`config.mk`:
```
export PLATFORM = sky130hd
export DESIGN_NAME = board_ram_wsched
export DESIGN_NICKNAME = d
export VERILOG_FILES = /design/src/rtl/board_ram_wsched.sv
export SDC_FILE = /design/constraint.sdc
export NUM_CORES = 1
export LEC_CHECK = 0
export CAP_MARGIN = 0
export CORE_MARGIN = 2
export CORE_UTILIZATION = 31
export DETAILED_ROUTE_END_ITERATION = 8
export PLACE_DENSITY = 0.79
export SETUP_SLACK_MARGIN = 0.02
export SLEW_MARGIN = 20
export SYNTH_ARGS = -nofsm -noshare
export SYNTH_HDL_FRONTEND = slang
export SYNTH_SLANG_ARGS = --single-unit
```
`constraint.sdc`:
```
create_clock -name CLK_PLL -period 1.5 [get_ports CLK_PLL]
set_input_delay 0.15 -clock CLK_PLL [delete_from_list [all_inputs] [get_ports CLK_PLL]]
set_output_delay 0.15 -clock CLK_PLL [all_outputs]
set_load 0.1 [all_outputs]
```
`src/rtl/board_ram_wsched.sv`:
```
// Board RAM write scheduler: round-robin arbitration of two requesters plus a
// preemptible bulk-fill engine, compiled in when BOARD_WSCHED_CLEAR_EN is defined.
module board_ram_wsched #(
  parameter int ADDR_W = 12,
  parameter int DATA_W = 8
) (
  input  logic              CLK_PLL,
  input  logic              RST_N,
  input  logic              req_a,
  input  logic [ADDR_W-1:0] addr_a,
  input  logic [DATA_W-1:0] data_a,
  output logic              ack_a,
  input  logic              req_b,
  input  logic [ADDR_W-1:0] addr_b,
  input  logic [DATA_W-1:0] data_b,
  output logic              ack_b,
  input  logic              clr_start,
  input  logic [ADDR_W-1:0] clr_base,
  input  logic [ADDR_W:0]   clr_len,
  input  logic [DATA_W-1:0] clr_data,
  output logic              clr_busy,
  output logic              clr_done,
  output logic              ram_wen,
  output logic [ADDR_W-1:0] ram_waddr,
  output logic [DATA_W-1:0] ram_data
);

  logic              elig_a, elig_b, gnt_a, gnt_b;
  logic              prio_b_q;
  logic              fill_go;
  logic [ADDR_W-1:0] fill_addr;
  logic [DATA_W-1:0] fill_data;

  // A requester whose ack is showing is still holding its old request.
  assign elig_a = req_a & ~ack_a;
  assign elig_b = req_b & ~ack_b;
  assign gnt_a  = elig_a & (~elig_b | ~prio_b_q);
  assign gnt_b  = elig_b & (~elig_a |  prio_b_q);

`ifdef BOARD_WSCHED_CLEAR_EN
  typedef enum logic {S_IDLE, S_CLEAR} state_t;

  localparam logic [ADDR_W:0] LEN_MAX = {1'b1, {ADDR_W{1'b0}}};

  state_t            state_q, state_d;
  logic [ADDR_W:0]   len_eff, rem_q;
  logic [ADDR_W-1:0] ptr_q;
  logic [DATA_W-1:0] dat_q;
  logic              start_ok, done_d, done_q;

  assign len_eff  = (clr_len > LEN_MAX) ? LEN_MAX : clr_len;
  assign start_ok = (state_q == S_IDLE) && clr_start && (len_eff != '0);

  always_ff @(posedge CLK_PLL or negedge RST_N) begin
    if (!RST_N) state_q <= S_IDLE;
    else        state_q <= state_d;
  end

  // NOTE: every always_comb output gets a default first so no latch is inferred.
  always_comb begin
    state_d = state_q;
    case (state_q)
      S_IDLE:  if (start_ok)      state_d = S_CLEAR;
      S_CLEAR: if (rem_q == '0)   state_d = S_IDLE;
      default:                    state_d = S_IDLE;
    endcase
  end

  // The first fill write can issue on the very edge that accepts clr_start,
  // so the fill source is the command inputs while still idle.
  always_comb begin
    clr_busy  = (state_q == S_CLEAR);
    fill_go   = ~(elig_a | elig_b) &
                (start_ok | ((state_q == S_CLEAR) && (rem_q != '0)));
    fill_addr = (state_q == S_CLEAR) ? ptr_q : clr_base;
    fill_data = (state_q == S_CLEAR) ? dat_q : clr_data;
    done_d    = ((state_q == S_IDLE) && clr_start && (len_eff == '0)) ||
                ((state_q == S_CLEAR) && (rem_q == '0));
  end

  always_ff @(posedge CLK_PLL or negedge RST_N) begin
    if (!RST_N) begin
      ptr_q  <= '0;
      rem_q  <= '0;
      dat_q  <= '0;
      done_q <= 1'b0;
    end else begin
      done_q <= done_d;
      if (start_ok) begin
        ptr_q <= clr_base + ADDR_W'(fill_go);
        rem_q <= len_eff - (ADDR_W+1)'(fill_go);
        dat_q <= clr_data;
      end else if (fill_go) begin
        ptr_q <= ptr_q + 1'b1;
        rem_q <= rem_q - 1'b1;
      end
    end
  end

  assign clr_done = done_q;
`else
  // Fill engine absent: the FSM never leaves IDLE.
  logic unused_clr;
  assign unused_clr = ^{clr_start, clr_base, clr_len, clr_data};
  assign clr_busy   = 1'b0;
  assign clr_done   = 1'b0;
  assign fill_go    = 1'b0;
  assign fill_addr  = '0;
  assign fill_data  = '0;
`endif

  // NOTE: sequential state uses non-blocking assignments so all registers
  // update from the same pre-edge values.
  always_ff @(posedge CLK_PLL or negedge RST_N) begin
    if (!RST_N) begin
      ack_a     <= 1'b0;
      ack_b     <= 1'b0;
      ram_wen   <= 1'b0;
      ram_waddr <= '0;
      ram_data  <= '0;
      prio_b_q  <= 1'b0;
    end else begin
      ack_a   <= gnt_a;
      ack_b   <= gnt_b;
      ram_wen <= gnt_a | gnt_b | fill_go;
      if (gnt_a) begin
        ram_waddr <= addr_a;
        ram_data  <= data_a;
        prio_b_q  <= 1'b1;
      end else if (gnt_b) begin
        ram_waddr <= addr_b;
        ram_data  <= data_b;
        prio_b_q  <= 1'b0;
      end else if (fill_go) begin
        ram_waddr <= fill_addr;
        ram_data  <= fill_data;
      end
    end
  end

endmodule
```
==> summary.md <==
| Metric | Value |
|---|---|
| Status | finished clean |
| GRT overflow | 0 |
| # DRC | 0 |
| 1st-iter DRT viols | 149 |
| Antenna-violating nets left | 0 |
| Hold Fails Final Rpt | 0 |
| Crit-path cells | buf_6, inv_2, a31oi_4, clkbuf_16, a222oi_1 |
| Maximum VDD drop | 0.734 mV |
| RSZ-0062 raised after global routing | yes |
| Worst path required time | 1.65 ns |
| Post-placement cell area | 2150 um2 |
| Layout Nets | 276 |
| CP Buf/Inv Count | 3 |
| Tmin final | 1.45 ns |
| Critical Path Fanout Max | 6 |
| Critical path depth | 5 |
| Internal reg-to-reg setup slack | 0.05 ns |
| Initial antenna violation count | 0 |
| GRT Total Usage | 0.150 |
| Synth unique cells | 14 |
| Compound-gate portion of the synthesized area | 0.194 |
| Antenna cells | 0 |
| Clock Path Buffers | 2 |
| CP startpoint kind | register |
| Routed wire length | 3280 um |
| Final slew viol count | 0 |
| Overall die height | 65.8 um |
| Final Util | 0.634 |
| First-pass GRT wire length | 4930 um |
| R2R depth | 5 |
| I/O Buffers | 66 |
| Slowest-stage cell, CP | dfrtp_4 |
| Max Freq | 0.690 GHz |
| Chip Width | 65.8 um |
| # rows | 22 |
| Static Leak | 1.21 nW |
| CTS H-tree lvls | 1 |
| Post-Synthesis Cell Area | 1180 um2 |
| Seq cells post-synth | 24 |
| Total CTS buffers | 3 |
| Synth Instances | 122 |
| Worst path max stage delay | 0.49 ns |
| Footprint of the multi-input gates | 304 um2 |
| Critical path arrival | 1.60 ns |
| Fin crit share | 0.966 |
| Core Region | 3660 um2 |
| CTS Root Cell | clkbuf_8 |
| YS warnings | 0 |
| Mux contribution to synthesized area | 0 |
| Share of cells above drive strength 1 | 0.249 |
| First-pass iteration count of the detailed router | 7 |
| Starting Density | 0.324 |
| Reg-to-Reg Start | ack_b$_DFF_PN0_ |
| Synth Area in Adders | 0 |
| Vias per Instance | 4.59 |
| Post-CTS setup buffers | 0 |
| CTS tree | built |
| Layout area overhead | 96.0% |
| Crit. End Element | register |
| Clk_skew | 0.00338 ns |
| Hold buffers post-CTS | 0 |
| CP delay by family, top | flip-flops |
| Fillers | 318 |
| Clock Latency Late Sink | 0.26 ns |
| Register area | 608 um2 |
| Hold crit path type | in -> async |
| Design area | 2320 um2 |
| Max Cap Viol | 0 |
| Vias | 1124 |
| Crit Path Category | reg -> reg |
| Largest family of logic cells by synthesized area | buffers and inverters |
| Pwr Density | 1670 nW/um2 |
| Routability Congestion | 0.626 |
| Final HPWL DP | 2290 um |
| I/O pins | 103 |
| Synthesized area per cell | 9.71 um2 |
| Die area | 4330 um2 |
| Synth Area in Simple Gates | 0.0433 |
| Largest net degree at the start of global routing | 25 |
| Detailed-route wire length per cell | 13.4 um |
| Post-Synth XOR/XNOR Area | 0 |
| Worst-path clk slew | 0.09 ns |
| Number of global-route vias before repair | 1089 |
| Worst reg2reg endpoint | ram_data[4]$_DFFE_PN0P_ |
| Clock sink count | 24 |
| Sequential fraction of the synthesis area | 0.507 |
| Final setup violation count | 0 |
-- cells in the mapped netlist --
library cell,instances,area [um2]
inv_1,62,233
dfrtp_1,24,601
a222oi_1,20,200
buf_4,3,22.5
buf_6,3,33.8
buf_2,2,10.0
a21o_2,1,8.76
a31oi_4,1,21.3
and2_1,1,6.26
conb_1,1,3.75
nand2b_1,1,6.26
nand2b_4,1,13.8
nor2_2,1,6.26
nor3b_4,1,18.8
-- how the worst max path moves through the flow --
stage,endpoint,from,slack (ns)
after floorplan,ram_data[0]$_DFFE_PN0P_,ack_b$_DFF_PN0_,0.04
after global placement,ram_data[1]$_DFFE_PN0P_,req_a,-0.27
after detailed placement,ram_data[2]$_DFFE_PN0P_,req_a,-0.36
after CTS,ram_data[2]$_DFFE_PN0P_,ack_b$_DFF_PN0_,0.03
after global routing,ram_data[4]$_DFFE_PN0P_,ack_b$_DFF_PN0_,-0.03
final,ram_data[4]$_DFFE_PN0P_,ack_b$_DFF_PN0_,0.05
-- power breakdown --
| part | total (mW) | internal, mW | switching (mW) |
|---|---|---|---|
| Combinational | 2.32 | 0.895 | 1.43 |
| Sequential | 0.991 | 0.808 | 0.182 |
| Clock | 0.559 | 0.356 | 0.203 |
-- worst register-to-register path, stage by stage, from the launching register on --
cell       delay, ns
dfrtp_4         0.49
buf_6           0.13
inv_2           0.05
a31oi_4         0.13
clkbuf_16       0.20
a222oi_1        0.34
-- sequential cells by signal (all words and copies together), names as in the netlist --
register / cells
ack_b: 1
ack_a: 1
ram_data: 8
ram_waddr: 12
prio_b_q: 1
ram_wen: 1
-- through the flow --
step	setup WS (ns)	hold slack, ns	std cells	setup TNS [ns]	total power, mW
after floorplan	0.0376	-0.146	123	0	2.32
after CTS	0.0264	0.257	242	0	3.84
after global placement	-0.267	0.538	237	-5.38	3.22
after detailed placement	-0.359	0.539	237	-6.70	3.25
final	0.0512	0.248	245	0	3.87
after global routing	-0.0281	0.285	245	-0.0546	4.02
-- area by class of cell --
cell class / count / area share
Tap cell: 48 / 0.0259
Sequential cell: 24 / 0.262
Clock inverter: 1 / 0.0129
Timing Repair Buffer: 78 / 0.450
Clock buffer: 3 / 0.0178
Multi-Input combinational cell: 29 / 0.131
Inverter: 62 / 0.100
-- repair_timing --
item / in CTS / in global routing
cloned: 1 / 3
pin swaps: 1 / 4
setup endpoints to repair: 21 / 9
resized for setup: 5 / 5
-- cells by family (layout without fill, tap and decap cells) --
group | count (synthesis) | after routing
AO/OA/AOI/OAI | 22 | 22
other | 1 | 2
AND/OR/NAND/NOR | 5 | 5
flip-flops | 24 | 24
buffers and inverters | 70 | 144
-- cell usage in the layout, fill, tap and decap left out, drive strengths merged --
master,n
nand2b,2
buf,33
nor3b,1
bufinv,1
clkbuf,5
dfrtp,24
clkdlybuf4s50,43
a21o,1
a222oi,20
a31oi,1
and2,1
conb,2
nor2,1
inv,62
-- metal layers --
metal / track usage / vias up / wire length (um)
met5: 0 / - / 0
met4: 0.0391 / 0 / 10
met3: 0.0511 / 2 / 354
met2: 0.259 / 73 / 1580
met1: 0.178 / 516 / 1330
li1: - / 533 / -
No activity file was read; power rests on OpenSTA's default activity.
